## src/rtl/lm70_spi_responder.sv

```systemverilog
// LM70-style SPI responder: serialises {temp_in, FRAME_PAD} (or MFR_ID in shutdown), then accepts a 16-bit command.
// cs_n/sck are oversampled by clk through 2-flop synchronisers plus a history flop; all outputs are registered.
`timescale 1ns/1ps
module lm70_spi_responder #(
  parameter logic [4:0]  FRAME_PAD = 5'b11111,
  parameter logic [15:0] SHDN_CMD  = 16'h00FF,
  parameter logic [15:0] MFR_ID    = 16'h800F
) (
  input  logic        clk,
  input  logic        rst_n,
  input  logic        cs_n,
  input  logic        sck,
  input  logic        sio_in,
  output logic        sio_out,
  output logic        sio_oe,
  input  logic [10:0] temp_in,
  output logic        shutdown,
  output logic        frame_done
);

  typedef enum logic [1:0] {IDLE, READ, WRITE, DONE} state_t;

  state_t      state;
  logic [2:0]  cs_sync;
  logic [2:0]  sck_sync;
  logic [5:0]  bit_cnt;
  logic [15:0] shift;
  logic [15:0] cmd;

  // [0] first sync stage, [1] synchronised value, [2] history for edge detection
  always_ff @(posedge clk or negedge rst_n) begin
    if (!rst_n) begin
      cs_sync  <= 3'b000;
      sck_sync <= 3'b000;
    end else begin
      cs_sync  <= {cs_sync[1:0], cs_n};
      sck_sync <= {sck_sync[1:0], sck};
    end
  end

  logic cs_fall, cs_rise, sck_rise, sck_fall;
  assign cs_fall  =  cs_sync[2]  & ~cs_sync[1];
  assign cs_rise  = ~cs_sync[2]  &  cs_sync[1];
  assign sck_rise = ~sck_sync[2] &  sck_sync[1];
  assign sck_fall =  sck_sync[2] & ~sck_sync[1];

  always_ff @(posedge clk or negedge rst_n) begin
    if (!rst_n) begin
      state      <= IDLE;
      bit_cnt    <= 6'd0;
      shift      <= 16'h0000;
      cmd        <= 16'h0000;
      sio_out    <= 1'b0;
      sio_oe     <= 1'b0;
      shutdown   <= 1'b0;
      frame_done <= 1'b0;
    end else begin
      frame_done <= 1'b0;
      // cs_n edges take priority over any sck edge seen in the same cycle
      if (cs_rise) begin
        state      <= IDLE;
        sio_oe     <= 1'b0;
        sio_out    <= 1'b0;
        frame_done <= (bit_cnt >= 6'd16);
        if (bit_cnt == 6'd32)
          shutdown <= (cmd == SHDN_CMD);
      end else if (cs_fall) begin
        if (state == IDLE) begin
          shift   <= shutdown ? MFR_ID : {temp_in, FRAME_PAD};
          sio_out <= shutdown ? MFR_ID[15] : temp_in[10];
          sio_oe  <= 1'b1;
          bit_cnt <= 6'd0;
          state   <= READ;
        end
      end else begin
        case (state)
          IDLE: begin
            sio_oe  <= 1'b0;
            sio_out <= 1'b0;
          end
          READ: begin
            if (sck_rise) begin
              bit_cnt <= bit_cnt + 6'd1;
            end else if (sck_fall) begin
              if (bit_cnt < 6'd16) begin
                shift   <= {shift[14:0], 1'b0};
                sio_out <= shift[14];
              end else begin
                sio_oe  <= 1'b0;
                sio_out <= 1'b0;
                cmd     <= 16'h0000;
                state   <= WRITE;
              end
            end
          end
          WRITE: begin
            sio_oe <= 1'b0;
            if (sck_rise) begin
              cmd     <= {cmd[14:0], sio_in};
              bit_cnt <= bit_cnt + 6'd1;
              if (bit_cnt == 6'd31)
                state <= DONE;
            end
          end
          DONE: begin
            sio_oe <= 1'b0;
          end
          default: state <= IDLE;
        endcase
      end
    end
  end

endmodule

```

## config.mk

```make
export PLATFORM = sky130hd
export DESIGN_NAME = lm70_spi_responder
export DESIGN_NICKNAME = d
export VERILOG_FILES = /design/src/rtl/lm70_spi_responder.sv
export SDC_FILE = /design/constraint.sdc
export NUM_CORES = 1
export LEC_CHECK = 0
export BUFFER_PORTS_ARGS = -buffer_cell sky130_fd_sc_hd__buf_2
export CELL_PAD_IN_SITES_DETAIL_PLACEMENT = 0
export CELL_PAD_IN_SITES_GLOBAL_PLACEMENT = 1
export CORE_ASPECT_RATIO = 2
export CORE_MARGIN = 3
export CORE_UTILIZATION = 46
export DETAILED_ROUTE_END_ITERATION = 12
export GPL_TIMING_DRIVEN = 0
export PLACE_DENSITY = 0.88
export SLEW_MARGIN = 5
export SYNTH_ARGS = -nofsm -noshare
export SYNTH_HDL_FRONTEND = slang
export SYNTH_SLANG_ARGS = --single-unit
```

## constraint.sdc

```tcl
create_clock -name clk -period 2.6 [get_ports clk]
set_input_delay 0.13 -clock clk [delete_from_list [all_inputs] [get_ports clk]]
set_output_delay 0.13 -clock clk [all_outputs]
set_load 0.02 [all_outputs]
```

; ---- Word level (Yosys, flattened, before mapping)
; Index checks and enable logic that the tools add are counted.
[word_totals]
reg_bits = 49
word_cells = 100
output_inout_bits = 4
inputBits = 16
[op_classes]
n_eq_ne = 18
magnitude_cmp = 2
bitwise_logic = 10
addsub = 1
mux = 41
reduce_logical = 18
[op_table]
columns = op, n
row1 = $mux 15, 7
row2 = $mux 16, 4
row3 = $pmux 16 s2, 1
row4 = $mux 6, 4
row5 = $ne 4x4->1 const B, 5
row6 = $eq 16x8->1 const B, 1
row7 = $mux 2, 8
row8 = $mux 1, 14
row9 = $reduce_and 7->1, 2
row10 = $reduce_and 4->1, 3
row11 = $reduce_bool 2->1, 6
row12 = $ne 2x2->1 const B, 5
row13 = $add 6x1->6 const B, 1
row14 = $eq 6x5->1 const B, 1
row15 = $eq 6x6->1 const B, 1
row16 = $ge 6x5->1 const B, 1
row17 = $lt 6x5->1 const B, 1
row18 = $not 1->1, 6
row19 = $reduce_and 6->1, 1
row20 = $and 1x1->1, 4
row21 = $eq 2x2->1 const B, 2
row22 = $pmux 1 s2, 2
row23 = $pmux 2 s2, 1
row24 = $reduce_bool 4->1, 1
row25 = 8 further kinds, 8

; ---- Depth between registers and ports, before layout
; Gate-level depths: netlist of run 1.
[depth]
depth_word = 7
mapped_depth = 8
ltp_nobuf = 6

; ---- Least setup slack after synthesis of run 1
; No wires, ideal clock.
[synth_path]
path_type = reg2reg
startpoint = reg state[1]
endpoint = reg shift[14]
arrival_time_ns = 2.140
path_slack_ns = 0.335
n_path_buf = 1
required_ns = 2.475
path_stages_with_launch = 8
setup_ns = 0.125
synth_period_minus_slack_ns = 2.265
cell_sequence = dfrtp_1 > inv_1 > ha_1 > or3b_1 > or3_4 > a21oi_4 > buf_12 > mux2_4
[synth_between]
elab_chain_len = 3
elab_cells_between_ends = 5
classes_between = eq/ne: 2 / reduce/logical: 3
[synth_lines]
columns = item, line_no
row1 = start: declaration, 23  ; state_t state;
row2 = start signal: assignment, 49  ; state <= IDLE;
row3 = start signal: assignment, 61  ; state <= IDLE;
row4 = start signal: assignment, 73  ; state <= READ;
row5 = $eq 2x1->1 or $logic_not 2->1 (tied branches), "76, 68"
row6 = $reduce_bool 2->1 (no line) or $ne 2x1->1 (tied branches), --
row7 = $reduce_and 6->1 (no line) (*), --
row8 = end signal: assignment, 69  ; shift <= shutdown ? MFR_ID : {temp_in, FRAME_PAD};
row9 = end signal: assignment, 86  ; shift <= {shift[14:0], 1'b0};
row10 = end: declaration, 27  ; logic [15:0] shift;
; Every way passes the cells marked *; elsewhere a longest branch is shown, timed or not.
; A chain may end at the register's enable or synchronous reset.

; ---- Worst setup path after layout of run 1
; Same ends and word-level chain as after synthesis.

==> qor.csv, run 1 <==
metric,value,unit
Crit-path slowest cell,dfrtp_1,
Yosys warnings,0,
final setup skew,0.00462,ns
CTS Sinks,49,
TritonCTS Buffers,5,
first-pass iteration count of the detailed router,4,
# port buffers,19,
worst path arrival time,2.64,ns
Setup Crit Path Kind,flop to flop,
Core Box Area,5140,um^2
largest cells by area after synthesis,"dfrtp_1, mux2i_1, inv_1, nand2_1, ha_1",
Ports,20,
First DRT Iteration DRCs,58,
Worst-path clk slew,0.08,ns
crit path launch type,flop,
Final nets,292,
H-tree Lvls,2,
vias,1732,
HPWL Detailed,3.47,mm
Synth Cell Area,2450,um^2
syn_area_per_cell,10.2,um^2
Max IR drop VDD,0.000562,V
worst hold margin,0.0207,ns
Post-DRT Antenna Nets,0,
RSZ-0062 raised after global routing,false,
PD cells,874,nW/um^2
Post-Syn Instances,240,
Yosys reg bits,49,
worst-path maximum fanout,10,
Hold WC Path Type,primary input to async pin,
f_max,0.407,GHz
pin count of the biggest net entering global routing,50,
"Primary FF master, synth",dfrtp_1,
CTS max path bufs,2,
Synth top area share,50.1,%
R2R Setup Slk,0.14,ns
Total Routing Usage GR,16.6,%
CTS root buf,clkbuf_8,
status,"complete, no violations",
"Buf+Inv Stages, Crit Path",2,
TritonCTS clock tree,built,
leakage,1.21,nW
RR Startpoint,state[1]$_DFFE_PN0P_,
worst r2r path cells,7,
Die H,109,um
Worst Setup SP,state[1]$_DFFE_PN0P_,
drt wl/cell,14.5,um
vias in the first global route,1731,
DRC viols,0,
cell breakdown of the critical path,"inv_1, ha_2, or3b_1, or3_4, a21oi_4, buf_12, mux2_4",
area delta synth->final,11.3,%
Slew @ Worst Pin,1.07,ns
clock period minus worst slack,2.46,ns
"commonest non-fill, non-tap cell in the layout",dfrtp_1,
first-pass GRT wire length,8.05,mm
die area,6280,um^2
layout cell share with drive strength beyond 1,14.2,%
Initial Utilization,47.6,%
number of antenna violations at the first check in global routing,0,
hold violation total from the final report,0,
Via density,5.31,
worst skew pair latency,0.30,ns
cell accounting for the most synthesized area,dfrtp_1,
Crit. End Element,flop,
setup TNS,0,ns
period utilization,94.6,%
Worst slew margin,29.0,%
Slew Limit Fails,0,
Max Cap Viol,0,
postcts setup bufs,0,
RD Place Congestion,0.810,
"slowest stage delay, CP",0.41,ns
sequential area share after synthesis,50.1,%
Tot Pwr,2.38,mW
asr flop ratio synth,100,%
total routed wirelength,4.72,mm
Congestion Overflow GR,0,
Critical Path RT,2.79,ns
Yosys cell types,43,
syn_nets,264,
row cnt,37,
Die X,57.6,um
Post-synth EDFFs,0,
reg-to-reg endpoint,shift[14]$_DFFE_PN0P_,
"commonest non-fill, non-tap cells in the layout","dfrtp_1, inv_1, nand2_1",
critical path's top delay family,simple AND/OR/NAND/NOR gates,
# setup viols final,0,
Antenna Cells,0,
-- repair_timing --
| item | CTS | global route |
|---|---|---|
| resized for setup | 0 | 1 |
| endpoints found under the setup margin | 0 | 1 |
| hold endpoints to repair | 2 | 0 |
| hold buffers | 2 | 0 |
-- final cells by class --
cell class                      instances  area (um^2)
Inverter                               33          124
Buffer                                 10         56.3
Timing Repair Buffer                   21          115
Sequential cell                        49         1230
Tap cell                               58         72.6
Clock buffer                            7         86.3
Fill cell                             499         2410
Multi-Input combinational cell        148         1040
-- power breakdown --
part           switching, mW  total [mW]  internal [mW]
logic                  0.464       0.856          0.392
registers              0.116        1.07          0.957
clock network          0.239       0.450          0.211
-- how the worst max path moves through the flow --
stage / depth (start not counted) / slack, ns / to
CTS: 7 / 0.08 / shift[14]$_DFFE_PN0P_
detailed placement: 7 / 0.1 / shift[14]$_DFFE_PN0P_
floorplan: 7 / 0.34 / shift[14]$_DFFE_PN0P_
global route: 7 / 0.03 / shift[14]$_DFFE_PN0P_
global placement: 7 / 0.14 / shift[14]$_DFFE_PN0P_
finish: 7 / 0.14 / shift[14]$_DFFE_PN0P_
-- layer usage --
layer	up-vias	routed length, um	GRT usage [%]
met5	-	0	0
met4	0	104	6.63
met3	10	122	2.84
met2	22	2750	30.9
met1	843	1740	18.1
li1	857	-	-
-- cell usage after synthesis (4+ instances only) --
cell / count
a21oi_1: 8
clkbuf_1: 6
dfrtp_1: 49
ha_1: 8
inv_1: 33
mux2_2: 5
mux2i_1: 26
nand2_1: 29
nor2_1: 12
nor2b_1: 7
nor3_1: 4
nor4_1: 4
o21ai_0: 11
-- flip-flops by register name (all words and copies together) (netlist names) --
register / count
sck_sync: 3
shift: 15
cs_sync: 3
sio_out: 1
frame_done: 1
shutdown: 1
state: 2
sio_oe: 1
cmd: 16
bit_cnt: 6
-- cells by family after synthesis --
kind of cell	share of synthesized area, %
adder cells (fa/ha/maj)	4.09
multiplexers	14.0
AO/OA/AOI/OAI	9.05
buffers and inverters	7.36
flip-flops	50.1
XOR/XNOR	0.716
AND/OR/NAND/NOR	14.7
-- worst reg2reg max path: cells and delay by family, from the launching register on --
family          cells  cell delay, ns
compound gates      1            0.29
flops               1            0.41
mux                 1            0.30
buf+inv             2            0.29
fa+ha+maj           1            0.27
simple gates        2            0.79
-- per-stage QoR --
step	worst slack, ns	instance area (um^2)	utilization (%)	std cells
2_1_floorplan	0.335	2450	-	240
3_3_place_gp	0.136	2620	50.9	317
3_5_place_dp	0.0983	2620	50.9	317
4_1_cts	0.0774	2720	53.0	326
5_1_grt	0.0347	2720	53.0	326
6_report	0.141	2720	53.0	326
Note: power is estimated with default switching activity, not from simulation.
==> run 2: changes to the inputs <==
--- a/config.mk
+++ b/config.mk
@@ -14,6 +14,7 @@
 export DETAILED_ROUTE_END_ITERATION = 12
 export GPL_TIMING_DRIVEN = 0
 export PLACE_DENSITY = 0.88
+export SKIP_CTS_REPAIR_TIMING = 1
 export SLEW_MARGIN = 5
 export SYNTH_ARGS = -nofsm -noshare
 export SYNTH_HDL_FRONTEND = slang
==> constraint.sdc (replaced) <==
create_clock -name clk -period 2.3 [get_ports clk]
set_input_delay 0.115 -clock clk [delete_from_list [all_inputs] [get_ports clk]]
set_output_delay 0.115 -clock clk [all_outputs]
set_load 0.02 [all_outputs]
==> run 2 against run 1 <==
Die area unchanged. Wire length increased by 3.9%. Critical endpoint is now shift[10]$_DFFE_PN0P_. Critical path type unchanged. Sequential power increased by 14%. Largest cell class unchanged. Via count increased by 2.9%.
==> qor.csv, run 2 (synthesis results as in run 1) <==
metric,value,unit,change
max reg flops,16,,unchanged
R2R Setup Slk,0.02,ns,-0.12 ns
worst r2r path cells,7,,unchanged
vias in the first global route,1709,,-1.3%
die area,6280,um^2,unchanged
setup TNS,0,ns,unchanged
RR Startpoint,state[1]$_DFFE_PN0P_,,
placed cells,317,,unchanged
fillers,486,,-2.6%
DRC viols,0,,unchanged
Post-DRT Antenna Nets,0,,unchanged
first-pass iteration count of the detailed router,4,,unchanged
Congestion Overflow GR,0,,unchanged
"commonest non-fill, non-tap cells in the layout","dfrtp_1, inv_1, nand2_1",,
Via density,5.26,,-1.0%
TritonCTS Buffers,5,,unchanged
Die H,109,um,unchanged
Setup Crit Path Kind,flop to flop,,
Max Cap Viol,0,,unchanged
Top Registers,"cmd (16), shift (15), bit_cnt (6)",,
fin cells,339,,+4.0%
status,"complete, no violations",,
area delta synth->final,16.7,%,
Die X,57.6,um,unchanged
CTS Sinks,49,,unchanged
Reg with most FFs,cmd,,
Critical Path RT,2.49,ns,-0.30 ns
footprint of the multi-input gates,1060,um^2,+1.2%
Worst-path clk slew,0.09,ns,about the same
crit path launch type,flop,,
"commonest non-fill, non-tap cell in the layout",dfrtp_1,,
worst path arrival time,2.47,ns,-0.17 ns
PD cells,991,nW/um^2,+13%
CTS root buf,clkbuf_8,,
Setup WS post-layout,0.0173,ns,-0.124 ns
RD Place Congestion,0.810,,unchanged
vias,1783,,+2.9%
FF/Latch Area,1230,um^2,unchanged
Place WS,-0.202,ns,-0.300 ns
Crit. End Element,flop,,
RSZ-0062 raised after global routing,true,,
first-pass GRT wire length,8.00,mm,-0.68%
reg-to-reg endpoint,shift[10]$_DFFE_PN0P_,,
Initial Utilization,47.6,%,unchanged
Final nets,305,,+4.5%
final setup skew,0.00541,ns,+0.000793 ns
Slew @ Worst Pin,1.07,ns,+0.00849 ns
crit path to,shift[10]$_DFFE_PN0P_,,
hold violation total from the final report,0,,unchanged
Worst slew margin,28.4,%,-0.57 points
total routed wirelength,4.90,mm,+3.9%
pin count of the biggest net entering global routing,50,,unchanged
period utilization,99.2,%,+4.7 points
leakage,1.28,nW,+6.1%
layout cell share with drive strength beyond 1,18.9,%,+4.7 points
Total Routing Usage GR,16.5,%,-0.097 points
HPWL Detailed,3.47,mm,unchanged
H-tree Lvls,2,,unchanged
TritonCTS clock tree,built,,
worst-path maximum fanout,6,,-4
First DRT Iteration DRCs,55,,-5.2%
number of antenna violations at the first check in global routing,0,,unchanged
clock period minus worst slack,2.28,ns,-0.176 ns
worst skew pair latency,0.30,ns,about the same
Tot Pwr,2.83,mW,+19%
CTS max path bufs,2,,unchanged
Max IR drop VDD,0.000589,V,+4.7%
f_max,0.438,GHz,+7.7%
Slew Limit Fails,0,,unchanged
Core Box Area,5140,um^2,unchanged
Hold WC Path Type,primary input to async pin,,
row cnt,37,,unchanged
drt wl/cell,14.5,um,-0.10%
Ports,20,,unchanged
# port buffers,19,,unchanged
Worst Setup SP,state[1]$_DFFE_PN0P_,,
Antenna Cells,0,,unchanged
# setup viols final,0,,unchanged
## run 2: per-layer routing
layer | up-vias | global-route usage [%] | share of wire (%)
li1 | 885 | - | -
met2 | 23 | 30.6 | 58
met5 | - | 0 | 0
met1 | 865 | 18.1 | 38
met4 | 0 | 6.63 | 2.1
met3 | 10 | 2.84 | 2.4
## run 2: worst max-delay path, stage by stage (launching register included)
cell	delay, ns
dfrtp_1	0.42
inv_2	0.09
ha_4	0.15
or3b_4	0.38
or3_4	0.38
a21oi_4	0.28
buf_4	0.17
mux2_2	0.31
## run 2: cell type report
class	instances	share of cell area (%)
Multi-Input combinational cell	148	37.0
Buffer	9	1.80
Sequential cell	49	42.9
Inverter	33	4.34
Clock buffer	7	3.02
Tap cell	58	2.54
Timing Repair Buffer	35	8.41
## run 2: stage by stage
stage	util [%]	instance area, um^2	hold slack [ns]
2_1_floorplan	-	2450	-0.181
3_3_place_gp	50.9	2620	0.224
3_5_place_dp	50.9	2620	0.225
4_1_cts	52.6	2700	-0.0870
5_1_grt	55.6	2860	0.0842
6_report	55.6	2860	0.0138
## run 2: worst min path at each step
stage | to | slack [ns] | cells after the start | startpoint
floorplan | bit_cnt[0]$_DFFE_PN0P_ | -0.18 | 0 | rst_n
global placement | sck_sync[0]$_DFF_PN0_ | 0.22 | 1 | sck
detailed placement | cs_sync[0]$_DFF_PN0_ | 0.23 | 1 | cs_n
CTS | cs_sync[0]$_DFF_PN0_ | -0.09 | 1 | cs_n
global route | cmd[0]$_DFFE_PN0P_ | 0.08 | 3 | sio_in
finish | shift[2]$_DFFE_PN0P_ | 0.01 | 1 | rst_n
## run 2: power breakdown
group          internal (mW)  leakage, nW  total [mW]  switching (mW)
clock network          0.239       0.0443       0.509           0.270
registers               1.08        0.629        1.22           0.136
logic                  0.551        0.611        1.10           0.553
total                   1.87         1.28        2.83           0.959
==> run 3: changes to the inputs <==
--- a/config.mk
+++ b/config.mk
@@ -8,7 +8,6 @@
 export BUFFER_PORTS_ARGS = -buffer_cell sky130_fd_sc_hd__buf_2
 export CELL_PAD_IN_SITES_DETAIL_PLACEMENT = 0
 export CELL_PAD_IN_SITES_GLOBAL_PLACEMENT = 1
-export CORE_ASPECT_RATIO = 2
 export CORE_MARGIN = 3
 export CORE_UTILIZATION = 46
 export DETAILED_ROUTE_END_ITERATION = 12
==> run 3 against run 2 <==
The run now ends with negative hold slack left. Combinational power fell by 9%. Utilization rose by 0.54 points. Sequential power barely moved. Global-route usage fell by 1.1 points. Critical path type unchanged. Critical endpoint is now shift[14]$_DFFE_PN0P_.
==> qor.csv, run 3 (synthesis results as in run 1) <==
metric,value,unit,change
clock period minus worst slack,2.23,ns,-0.0571 ns
vias in the first global route,1648,,-3.6%
WL met2,2.06,mm,-27%
Worst slew margin,30.3,%,+1.9 points
uppermost routed layer,met4,,
CTS max path bufs,2,,unchanged
Antenna Cells,0,,unchanged
HPWL Detailed,3.11,mm,-10%
H-tree Lvls,2,,unchanged
Via density,4.98,,-5.3%
Hold WC Path Type,primary input to async pin,,
failing checks,negative hold slack,,
footprint of the multi-input gates,1060,um^2,unchanged
Final Cell Area,2770,um^2,-2.9%
TritonCTS clock tree,built,,
worst skew pair latency,0.30,ns,about the same
placed cells,326,,+2.8%
fillers,500,,+2.9%
Worst-path clk slew,0.09,ns,about the same
pin count of the biggest net entering global routing,50,,unchanged
Final nets,295,,-3.3%
f_max,0.449,GHz,+2.6%
"commonest non-fill, non-tap cell in the layout",dfrtp_1,,
First DRT Iteration DRCs,38,,-31%
period utilization,96.8,%,-2.5 points
FF/Latch Area,1230,um^2,unchanged
# setup viols final,0,,unchanged
clock network fraction of total power,18.2,%,+0.2 points
P_int,1.78,mW,-5.1%
Crit. End Element,flop,,
crit path launch type,flop,,
Critical Path RT,2.49,ns,about the same
first-pass iteration count of the detailed router,4,,unchanged
Top Registers,"cmd (16), shift (15), bit_cnt (6)",,
switching share of total power,34.6,%,+0.68 points
Slew Limit Fails,0,,unchanged
WL met3,151,um,+30%
max reg flops,16,,unchanged
Net Sw Power,0.938,mW,-2.2%
first-pass GRT wire length,7.56,mm,-5.5%
Die H,78.9,um,-28%
fin cells,339,,unchanged
Die X,78.9,um,+37%
PD cells,979,nW/um^2,-1.3%
Slew @ Worst Pin,1.05,ns,-0.0288 ns
Ports,20,,unchanged
hold violation total from the final report,2,,+2
worst hold margin,-0.00159,ns,-0.0154 ns
drt wl/cell,12.9,um,-11%
RSZ-0062 raised after global routing,false,,
# port buffers,19,,unchanged
number of antenna violations at the first check in global routing,0,,unchanged
Setup Crit Path Kind,flop to flop,,
"commonest non-fill, non-tap cells in the layout","dfrtp_1, inv_1, nand2_1",,
combinational power share,37.0,%,-2.0 points
TritonCTS Buffers,5,,unchanged
worst path arrival time,2.41,ns,-0.06 ns
layout cell share with drive strength beyond 1,15.8,%,-3.1 points
status,"complete, but fails checks",,
die area,6230,um^2,-0.84%
worst-path maximum fanout,10,,+4
Max IR drop VDD,0.000406,V,-31%
Reg with most FFs,cmd,,
Max Cap Viol,0,,unchanged
vias,1689,,-5.3%
Reg power frac,44.8,%,+1.8 points
area delta synth->final,13.3,%,
Metal-1 WL,2.09,mm,+14%
Core Box Area,4940,um^2,-3.8%
Post-DRT Antenna Nets,0,,unchanged
leakage,1.22,nW,-4.8%
Total Routing Usage GR,15.5,%,-1.1 points
CTS Sinks,49,,unchanged
CTS root buf,clkbuf_8,,
row cnt,25,,-32%
Initial Utilization,49.5,%,+1.9 points
Setup WS post-layout,0.0744,ns,+0.0571 ns
total routed wirelength,4.37,mm,-11%
RD Place Congestion,0.815,,+0.67%
Congestion Overflow GR,0,,unchanged
final setup skew,0.00416,ns,-0.00125 ns
Place WS,-0.196,ns,+0.00609 ns
DP Area,2630,um^2,+0.43%
DRC viols,0,,unchanged
-- run 3: final cells by class --
cell class	count	area share (%)
Timing Repair Buffer	25	5.37
Inverter	33	4.47
Sequential cell	49	44.2
Tap cell	67	3.02
Multi-Input combinational cell	148	38.1
Buffer	9	1.85
Clock buffer	7	2.75
Clock inverter	1	0.271
-- run 3: power by group through the flow --
stage	registers (mW)	clock network, mW	logic, mW
after global routing	1.25	0.539	1.14
after global placement	1.22	0	0.950
after detailed placement	1.23	0	0.969
final	1.21	0.495	1.00
after CTS	1.21	0.513	0.970
after floorplan	1.21	0	0.760
-- run 3: critical path, cell delays in order, from the launching register on --
cell and delay (ns):
dfrtp_1 0.41, inv_2 0.09, ha_4 0.17, or3b_4 0.40, or3_4 0.35, a21oi_4 0.22
buf_12 0.18, mux2_4 0.30
-- run 3: metal layers --
metal	global-route usage [%]	vias up
met1	20.2	799
met4	5.15	0
li1	-	862
met3	3.40	4
met2	25.6	24
met5	0	-
-- run 3: path summary, 6_finish.rpt --
check                                           from                     to  slack, ns  cells past startpoint
worst max-delay path            state[1]$_DFFE_PN0P_  shift[14]$_DFFE_PN0P_       0.07                      7
worst min-delay path                           rst_n   shift[9]$_DFFE_PN0P_     -0.002                      1
worst max register to register  state[1]$_DFFE_PN0P_  shift[14]$_DFFE_PN0P_       0.07                      7
worst min register to register  cs_sync[0]$_DFF_PN0_   cs_sync[1]$_DFF_PN0_       0.35                      0
max in group asynchronous                      rst_n   cs_sync[0]$_DFF_PN0_       1.66                      1
min in group clk                              sio_in     cmd[0]$_DFFE_PN0P_       0.07                      3
-- run 3: through the flow --
step	util, %	setup TNS [ns]	power (mW)	hold slack [ns]
finish	56.1	0	2.71	-0.00159
global route	56.1	0	2.93	0.0618
CTS	54.8	-1.12	2.70	-0.0914
detailed placement	53.1	-0.980	2.20	0.224
global placement	53.1	-0.333	2.17	0.222
floorplan	-	0	1.97	-0.181
